## src/rtl/seq_word_serializer_if.sv

```systemverilog
// Handshake and serial-output bundle for the word serializer that feeds the sequence detector.
interface seq_word_serializer_if #(
    parameter int W     = 4,
    parameter int DEPTH = 4
);
    localparam int CW = $clog2(DEPTH) + 1;

    logic [W-1:0]  in_word;
    logic          in_valid;
    logic          in_ready;
    logic          en;
    logic          out;
    logic          out_valid;
    logic          frame_start;
    logic          frame_end;
    logic [CW-1:0] fifo_count;
    logic          busy;

    modport master (
        output in_word, in_valid, en,
        input  in_ready, out, out_valid, frame_start, frame_end, fifo_count, busy
    );

    modport slave (
        input  in_word, in_valid, en,
        output in_ready, out, out_valid, frame_start, frame_end, fifo_count, busy
    );
endinterface

```

## src/rtl/seq_word_serializer.sv

```systemverilog
// Buffers parallel pattern words in a small FIFO and shifts them out MSB-first,
// back-to-back, with frame markers for the downstream sequence detector.
module seq_word_serializer #(
    parameter int   W        = 4,
    parameter int   DEPTH    = 4,
    parameter logic IDLE_BIT = 1'b0
) (
    input  logic clk,
    input  logic rst,
    seq_word_serializer_if.slave bus
);
    localparam int AW = (DEPTH > 1) ? $clog2(DEPTH) : 1;
    localparam int CW = $clog2(DEPTH) + 1;
    localparam int BW = (W > 1) ? $clog2(W) : 1;

    localparam logic [0:0] IDLE  = 1'b0;
    localparam logic [0:0] SHIFT = 1'b1;

    logic [W-1:0]  mem [DEPTH];
    logic [AW-1:0] wr_ptr, rd_ptr;
    logic [CW-1:0] count;

    logic [0:0]    state;
    logic [W-1:0]  sr;
    logic [BW-1:0] bit_cnt;
    logic          out_q, ov_q, fs_q, fe_q;

    logic          full, push, pop, shift;
    logic [W-1:0]  head, sr_nx;

    // in_ready ignores a same-cycle pop, so a full FIFO never takes a push.
    assign full         = (count == CW'(DEPTH));
    assign bus.in_ready = !rst && !full;
    assign push         = bus.in_valid && bus.in_ready;
    assign pop          = bus.en && (count != '0) && (state == IDLE || bit_cnt == '0);
    assign shift        = bus.en && (state == SHIFT) && (bit_cnt != '0);
    assign head         = mem[rd_ptr];
    assign sr_nx        = sr << 1;

    always_ff @(posedge clk) begin
        if (push)
            mem[wr_ptr] <= bus.in_word;
    end

    always_ff @(posedge clk or posedge rst) begin
        if (rst) begin
            wr_ptr <= '0;
            rd_ptr <= '0;
            count  <= '0;
        end else begin
            if (push) wr_ptr <= wr_ptr + AW'(1);
            if (pop)  rd_ptr <= rd_ptr + AW'(1);
            case ({push, pop})
                2'b10:   count <= count + CW'(1);
                2'b01:   count <= count - CW'(1);
                default: count <= count;
            endcase
        end
    end

    always_ff @(posedge clk or posedge rst) begin
        if (rst) begin
            state   <= IDLE;
            sr      <= '0;
            bit_cnt <= '0;
            out_q   <= IDLE_BIT;
            ov_q    <= 1'b0;
            fs_q    <= 1'b0;
            fe_q    <= 1'b0;
        end else if (pop) begin
            state   <= SHIFT;
            sr      <= head;
            bit_cnt <= BW'(W - 1);
            out_q   <= head[W-1];
            ov_q    <= 1'b1;
            fs_q    <= 1'b1;
            fe_q    <= (W == 1);
        end else if (shift) begin
            sr      <= sr_nx;
            bit_cnt <= bit_cnt - BW'(1);
            out_q   <= sr_nx[W-1];
            fs_q    <= 1'b0;
            fe_q    <= (bit_cnt == BW'(1));
        end else if (bus.en && state == SHIFT) begin
            // Last bit done and nothing queued: fall back to idle.
            state   <= IDLE;
            out_q   <= IDLE_BIT;
            ov_q    <= 1'b0;
            fs_q    <= 1'b0;
            fe_q    <= 1'b0;
        end
    end

    assign bus.out         = out_q;
    assign bus.out_valid   = ov_q;
    assign bus.frame_start = fs_q;
    assign bus.frame_end   = fe_q;
    assign bus.fifo_count  = count;
    assign bus.busy        = (state == SHIFT);
endmodule

```

## src/flat_wrapper.sv

```systemverilog
// flat-port wrapper written by rule: the top's interface ports become plain ports
module seq_word_serializer_flat 
#(
    parameter int   W        = 4,
    parameter int   DEPTH    = 4,
    parameter logic IDLE_BIT = 1'b0
)
  (clk, rst, bus_in_word, bus_in_valid, bus_en, bus_in_ready, bus_out, bus_out_valid, bus_frame_start, bus_frame_end, bus_fifo_count, bus_busy);
  seq_word_serializer_if #(.W(W), .DEPTH(DEPTH)) bus_i ();
  input  logic clk;
  input  logic rst;
  input wire logic [$bits(bus_i.in_word)-1:0] bus_in_word;
  input wire logic [$bits(bus_i.in_valid)-1:0] bus_in_valid;
  input wire logic [$bits(bus_i.en)-1:0] bus_en;
  output wire logic [$bits(bus_i.in_ready)-1:0] bus_in_ready;
  output wire logic [$bits(bus_i.out)-1:0] bus_out;
  output wire logic [$bits(bus_i.out_valid)-1:0] bus_out_valid;
  output wire logic [$bits(bus_i.frame_start)-1:0] bus_frame_start;
  output wire logic [$bits(bus_i.frame_end)-1:0] bus_frame_end;
  output wire logic [$bits(bus_i.fifo_count)-1:0] bus_fifo_count;
  output wire logic [$bits(bus_i.busy)-1:0] bus_busy;
  assign bus_i.in_word = bus_in_word;
  assign bus_i.in_valid = bus_in_valid;
  assign bus_i.en = bus_en;
  assign bus_in_ready = bus_i.in_ready;
  assign bus_out = bus_i.out;
  assign bus_out_valid = bus_i.out_valid;
  assign bus_frame_start = bus_i.frame_start;
  assign bus_frame_end = bus_i.frame_end;
  assign bus_fifo_count = bus_i.fifo_count;
  assign bus_busy = bus_i.busy;
  seq_word_serializer #(.W(W), .DEPTH(DEPTH), .IDLE_BIT(IDLE_BIT)) u_core (.clk(clk), .rst(rst), .bus(bus_i));
endmodule
```

## config.mk

```make
export PLATFORM = sky130hd
export DESIGN_NAME = seq_word_serializer_flat
export DESIGN_NICKNAME = d
export VERILOG_FILES = /design/src/rtl/seq_word_serializer_if.sv /design/src/rtl/seq_word_serializer.sv /design/src/flat_wrapper.sv
export SDC_FILE = /design/constraint.sdc
export NUM_CORES = 1
export LEC_CHECK = 0
export BUFFER_PORTS_ARGS = -buffer_cell sky130_fd_sc_hd__buf_4
export CAP_MARGIN = 0
export CELL_PAD_IN_SITES_DETAIL_PLACEMENT = 1
export CELL_PAD_IN_SITES_GLOBAL_PLACEMENT = 1
export CORE_ASPECT_RATIO = 0.75
export CORE_MARGIN = 8
export CORE_UTILIZATION = 40
export DETAILED_ROUTE_END_ITERATION = 8
export PLACE_DENSITY_LB_ADDON = 0.1
export SETUP_SLACK_MARGIN = 0.2
export SLEW_MARGIN = 25
export SYNTH_ARGS = -nofsm -noshare
export SYNTH_HDL_FRONTEND = slang
export SYNTH_SLANG_ARGS = --single-unit
```

## constraint.sdc

```tcl
create_clock -name clk -period 3 [get_ports clk]
set_clock_uncertainty 0.05 [all_clocks]
set_input_delay 0.45 -clock clk [delete_from_list [all_inputs] [get_ports clk]]
set_output_delay 0.45 -clock clk [all_outputs]
set_load 0.01 [all_outputs]
```

==> Yosys cells after proc, flatten, opt, wreduce, memory -nomap -nowiden <==
Memories as Yosys holds them, arrays and structs flattened.
Cells that the tools add are included.
{ "totals": {"reg_bits": 16, "latchBits": 0, "ram_bits": 16, "romBits": 0, "elab_cells": 54, "n_memories": 1} }
{ "op_classes": {"add_sub_neg": 5, "mul": 0, "n_div": 0, "n_lt_le_gt_ge": 0, "n_eq_ne": 5, "n_shift": 0, "muxes": 16, "bitwise_logic": 1, "reduce_logical": 17} }
{ "memory_table": {"columns": ["name", "depth", "width", "rd", "rd_clocked_by_memory_dff", "wr", "line", "text"], "rows": [
  ["u_core.mem", 4, 4, 1, 0, 1, "seq_word_serializer.sv:19", "logic [W-1:0] mem [DEPTH];"]
]} }
{ "op_table": {"columns": ["op", "n"], "rows": [
  ["2-to-1 mux 1 bit", 11],
  ["nonzero test 2 bit", 4],
  ["logical AND 1 bit", 6],
  ["2-to-1 mux 3 bit", 2],
  ["case mux 3 bit (2 select lines)", 1],
  ["nonzero test 3 bit", 2],
  ["adder 2 x 1 -> 2 bit (second input constant)", 2],
  ["equality test 2 x 1 -> 1 bit (second input constant)", 2],
  ["2-to-1 mux 2 bit", 2],
  ["adder 3 x 1 -> 3 bit (second input constant)", 1],
  ["equality test 3 bit (second input constant)", 1],
  ["subtractor 3 x 1 -> 3 bit (second input constant)", 1],
  ["equality test 2 bit (second input constant)", 1],
  ["logical NOT 1 bit", 2],
  ["logical NOT 2 bit", 1],
  ["inequality test 2 x 1 -> 1 bit (second input constant)", 1],
  ["AND reduction 2 bit", 1],
  ["subtractor 2 x 1 -> 2 bit (second input constant)", 1],
  ["logical OR 1 bit", 1],
  ["inverter 1 bit", 1]
]} }

==> Depth between registers and ports, before layout <==
{ "logic_depth": {"word_depth": 6, "mapped_depth": 11} }

==> Worst setup path after synthesis <==
No wires, ideal clock.
{ "synth_timing": {"kind": "register to register", "start": "register u_core.count[1] (netlist: u_core.bus.fifo_count[1])", "end": "register u_core.count[2] (netlist: u_core.bus.fifo_count[2])", "setup_ps": 128, "arrival_time_ps": 1919, "t_required_ps": 2822, "path_slack_ps": 904, "path_stages_with_launch": 11, "path_buffers": 0, "cell_sequence": "dfrtp_1 inv_1 a31oi_1 and2_1 inv_1 ha_1 inv_1 fa_1 xor2_1 nor2_1 xor2_1"} }
{ "synth_via": {"elab_chain_cells": 6} }
{ "synth_rtl": {"columns": ["item", "line", "text"], "rows": [
  ["start: declaration", "seq_word_serializer.sv:21", "logic [CW-1:0] count;"],
  ["start signal: assignment", "seq_word_serializer.sv:54", "2'b10: count <= count + CW'(1);"],
  ["start signal: assignment", "seq_word_serializer.sv:55", "2'b01: count <= count - CW'(1);"],
  ["start signal: assignment", "seq_word_serializer.sv:56", "default: count <= count;"],
  ["equality test 3 bit (*)", "seq_word_serializer.sv:32", "assign full = (count == CW'(DEPTH));"],
  ["logical NOT 1 bit (*)", "seq_word_serializer.sv:33", "assign bus.in_ready = !rst && !full;"],
  ["logical AND 1 bit (*)", "seq_word_serializer.sv:33", null],
  ["named net bus_in_ready", "flat_wrapper.sv:15", "output wire logic [$bits(bus_i.in_ready)-1:0] bus_in_ready;"],
  ["logical AND 1 bit (*)", "seq_word_serializer.sv:34", "assign push = bus.in_valid && bus.in_ready;"],
  ["equality test 2 x 1 -> 1 bit or equality test 2 bit (tied branches)", "seq_word_serializer.sv:53", "case ({push, pop})"],
  ["case mux 3 bit (2 select lines) or nonzero test 2 bit (tied branches)", null, null]
]} }
The timed path passes the listed nets; every way through them passes the cells marked *.
A chain may end at the register's enable or synchronous reset.

==> Final worst setup path <==
{ "layout_timing": {"start": "register u_core.bit_cnt[0]", "end": "register u_core.count[2] (netlist: u_core.bus.fifo_count[2])"} }
{ "layout_via": {"elab_chain_cells": 5} }
{ "layout_rtl": {"columns": ["item", "line", "text"], "rows": [
  ["start: declaration", "seq_word_serializer.sv:25", "logic [BW-1:0] bit_cnt;"],
  ["start signal: assignment", "seq_word_serializer.sv:73", "bit_cnt <= BW'(W - 1);"],
  ["start signal: assignment", "seq_word_serializer.sv:80", "bit_cnt <= bit_cnt - BW'(1);"],
  ["logical NOT 2 bit (*)", "seq_word_serializer.sv:35", "assign pop = bus.en && (count != '0) && (state == IDLE || bit_cnt == '0);"],
  ["logical OR 1 bit (*)", "seq_word_serializer.sv:35", null],
  ["logical AND 1 bit (*)", "seq_word_serializer.sv:35", null],
  ["equality test 2 x 1 -> 1 bit or equality test 2 bit (tied branches)", "seq_word_serializer.sv:53", null],
  ["case mux 3 bit (2 select lines) or nonzero test 2 bit (tied branches)", null, null]
]} }
Mark *: on every way between the ends. The rest lies on a longest branch, timed or not.

==> run_results.csv <==
group,metric,value,unit
logic_synthesis,syn_area,1420,um2
logic_synthesis,synth_ff_type,"edfxtp_1",
route,wl_per_cell,17.3,um
setup_path,worst-path-stages,10,
timing,hold_viol_final,0,
setup_path,criticalPathCategory,"reg -> reg",
setup_path,r2r-start,"u_core.bit_cnt[0]$_DFFE_PP0P_",
logic_synthesis,yosysWarnings,0,
worst_hold_path,min_path_type,"in -> async",
cts,clockBufferDepth,2,
floorplanning,ios,17,
cts,h-tree-depth,2,
global_routing,grt_pass1_wl,4570,um
route,dr_total_vias,805,
timing,slew_headroom,0.580,
logic_synthesis,synthCells,96,
cts,cts_hold_buf,0,
pwr,power_frac_comb,0.329,
floorplanning,die_y,67.6,um
timing,period_needed,2.41,ns
setup_path,crit_end,"u_core.bus.fifo_count[2]$_DFFE_PP0P_",
logic_synthesis,yosysTopAreaCell,"edfxtp_1",
timing,fmax,415,MHz
pwr,internal_power,1.03,mW
cts,cts.repair.resized,0,
logic_synthesis,synth.distinct_cells,29,
logic_synthesis,synthArstFlopShare,0.500,
logic_synthesis,syn_nets,112,
setup_path,path_cells,"inv_1 -> ha_1 -> nor2b_1 -> and3b_1 -> ha_1 -> inv_1 -> fa_1 -> xor2_1 -> nor2_1 -> xor2_1",
cts,cts_root_buf,"clkbuf_8",
setup_path,rr_endpoint,"u_core.bus.fifo_count[2]$_DFFE_PP0P_",
setup_path,cp_top_family,"adder cells",
job,drv_cap,0,
cts,clock-sinks,32,
logic_synthesis,synthTopCellsByCount,"dfrtp_1, edfxtp_1, inv_1",
route,vias_per_cell,5.13,
timing,grt_setup_unrepaired,"false",
logic_synthesis,seq_area_frac_synth,0.620,
route,drtAntennaViolNets,0,
route,dr.first_iter.drc_count,29,
placed_design,hpwl,2170,um
setup_path,worstRegToRegCells,10,
setup_path,reg2reg_slack,0.59,ns
cells_and_area,final_nets,132,
cts,cts_tree,"yes",
route,drtPass1Iterations,4,
floorplanning,die-width,84.8,um
pwr,power_frac_clock,0.214,
floorplanning,coreArea,3330,um2
route,drc_errors,0,
floorplanning,dieArea,5730,um2
pwr,leakage,0.722,nW
floorplanning,start_util,0.426,
pwr,p_total,1.52,mW
logic_synthesis,synth-edff-count,16,
cells_and_area,area_growth,16.7,%
setup_path,worstSetupEndpointType,"register",
cts,clk_pin_slew_worst_paths,0.06,ns
logic_synthesis,ys_ff_latch,32,
logic_synthesis,synth_top_area_share,0.338,
timing,slew_viol_final,0,
route,wl,2710,um
pwr,power.density,918,nW/um2
pwr,seqPwrFrac,0.457,
global_routing,grt_max_degree,17,
setup_path,startpoint_type,"register",
setup_path,cp.required,3.15,ns
floorplanning,num_rows,18,
global_routing,antenna_found_initial,0,
status,outcome,"completed",
cts,cts_made_buffers,5,
global_routing,track_usage,0.107,
global_routing,grt_overflow,0,
setup_path,critical_path_buf_inv_count,2,
pwr,swShare,0.323,
pwr,max-vdd-ir-drop,0.394,mV
cts,cts_setup_buffers,0,
logic_synthesis,syn_area_per_cell,14.8,um2
setup_path,arrival,2.55,ns
setup_path,critPathLaunch,"u_core.bit_cnt[0]$_DFFE_PP0P_",
cells_and_area,drive_gt1_frac,0.274,
setup_path,worst-path-max-fanout,8,
timing,fin_crit_sh,0.802,
timing,worstMarginPinSlew,0.630,ns
global_routing,grt_pass1_vias,916,
logic_synthesis,ys_top_cells_by_area,"edfxtp_1, dfrtp_1, mux4_2",
pwr,power_switching,0.491,mW
cts,clock_latency,0.27,ns
timing,tns,0,ns
setup_path,crit_path_top_delay_cell,"and3b_1",
placed_design,globalplace.congestion,0.686,
setup_path,cpPeakStageDelay,0.44,ns
timing,finalSetupViolCount,0,
cells_and_area,fill_cells,351,
placed_design,portBuffers,16,
cells_and_area,n_antenna_cell,0,
[cell families after synthesis]
family	count (synthesis)	share of synthesized area
AO/OA/AOI/OAI	14	0.0749
XOR/XNOR	6	0.0370
buffers and inverters	13	0.0432
AND/OR/NAND/NOR	16	0.0634
flip-flops	32	0.620
multiplexers	7	0.0855
adder cells (fa/ha/maj)	8	0.0758
[state kept, by name, summed over array words and instances, names as in the netlist, 2 cells and up]
register / cells
u_core.bit_cnt: 2
u_core.bus.fifo_count: 3
u_core.mem: 16
u_core.rd_ptr: 2
u_core.sr: 3
u_core.wr_ptr: 2
[power by group through the flow]
stage	clock, mW	combinational (mW)	sequential (mW)
global placement	0	0.489	0.700
finish	0.326	0.500	0.694
global route	0.359	0.560	0.712
detailed placement	0	0.511	0.706
floorplan	0	0.352	0.679
CTS	0.340	0.517	0.698
[how the worst min path moves through the flow]
| stage | startpoint | endpoint | slack, ns | cells past startpoint |
|---|---|---|---|---|
| global route | rst | u_core.bus.busy$_DFFE_PP0P_ | 0.27 | 2 |
| detailed placement | u_core.sr[0]$_DFFE_PP0P_ | u_core.sr[1]$_DFFE_PP0P_ | 0.43 | 2 |
| CTS | rst | u_core.bus.busy$_DFFE_PP0P_ | 0.24 | 2 |
| floorplan | rst | u_core.bit_cnt[0]$_DFFE_PP0P_ | 0.31 | 1 |
| finish | rst | u_core.bus.fifo_count[0]$_DFFE_PP0P_ | 0.22 | 2 |
| global placement | u_core.sr[0]$_DFFE_PP0P_ | u_core.sr[1]$_DFFE_PP0P_ | 0.41 | 2 |
[stage by stage]
step | utilization | hold WS, ns | setup WS (ns) | area (um2) | cells
6_report | 0.497 | 0.220 | 0.593 | 1660 | 157
5_1_grt | 0.497 | 0.272 | 0.392 | 1660 | 157
4_1_cts | 0.497 | 0.241 | 0.560 | 1660 | 157
3_5_place_dp | 0.470 | 0.425 | 0.604 | 1570 | 149
3_3_place_gp | 0.470 | 0.409 | 0.692 | 1570 | 149
2_1_floorplan | - | 0.314 | 0.904 | 1420 | 96
[worst reg2reg max path, cell delays in order, from the launching register on]
cell and delay, ns:
dfrtp_1 0.41, inv_1 0.07, ha_1 0.17, nor2b_1 0.08
and3b_1 0.44, ha_1 0.25, inv_1 0.06, fa_1 0.38
xor2_1 0.16, nor2_1 0.11, xor2_1 0.15
[area by class of cell]
type,count,area [um2],area share
inverters,10,37.5,0.0227
well taps,40,50.0,0.0302
multi-input cells,51,478,0.289
flip-flops and latches,32,881,0.532
repair buffers,16,120,0.0725
clock buffers,8,90.1,0.0544
[metal layers]
| metal | GRT usage | wire, um | vias to the layer above |
|---|---|---|---|
| li1 | - | - | 377 |
| met5 | 0 | 0 | - |
| met4 | 0.0464 | 29 | 0 |
| met2 | 0.170 | 1320 | 13 |
| met3 | 0.0400 | 102 | 4 |
| met1 | 0.128 | 1260 | 411 |
[layout by cell type (no fill, tap or decap)]
cell type / netlist / layout
edfxtp_1: 16 / 16
a22oi_1: 2 / 2
and3_1: 4 / 4
and2_1: 2 / 2
nor2_1: 3 / 3
mux4_2: 4 / 4
o21ai_0: 2 / 2
ha_1: 7 / 7
mux2i_1: 2 / 2
a21o_2: 1 / 1
nor2b_1: 1 / 1
mux2_2: 1 / 1
clkbuf_1: 0 / 2
xor2_1: 3 / 3
and3b_1: 1 / 1
clkbuf_8: 0 / 6
xnor2_1: 3 / 3
nand2_1: 4 / 4
dfrtp_1: 16 / 16
inv_1: 10 / 10
a31oi_1: 1 / 1
a22o_2: 2 / 2
o21a_1: 1 / 1
fa_1: 1 / 1
buf_4: 1 / 16
a21oi_1: 3 / 3
a221oi_2: 1 / 1
a22o_1: 1 / 1
or3_4: 1 / 1
(Power assumes the default switching activity.)
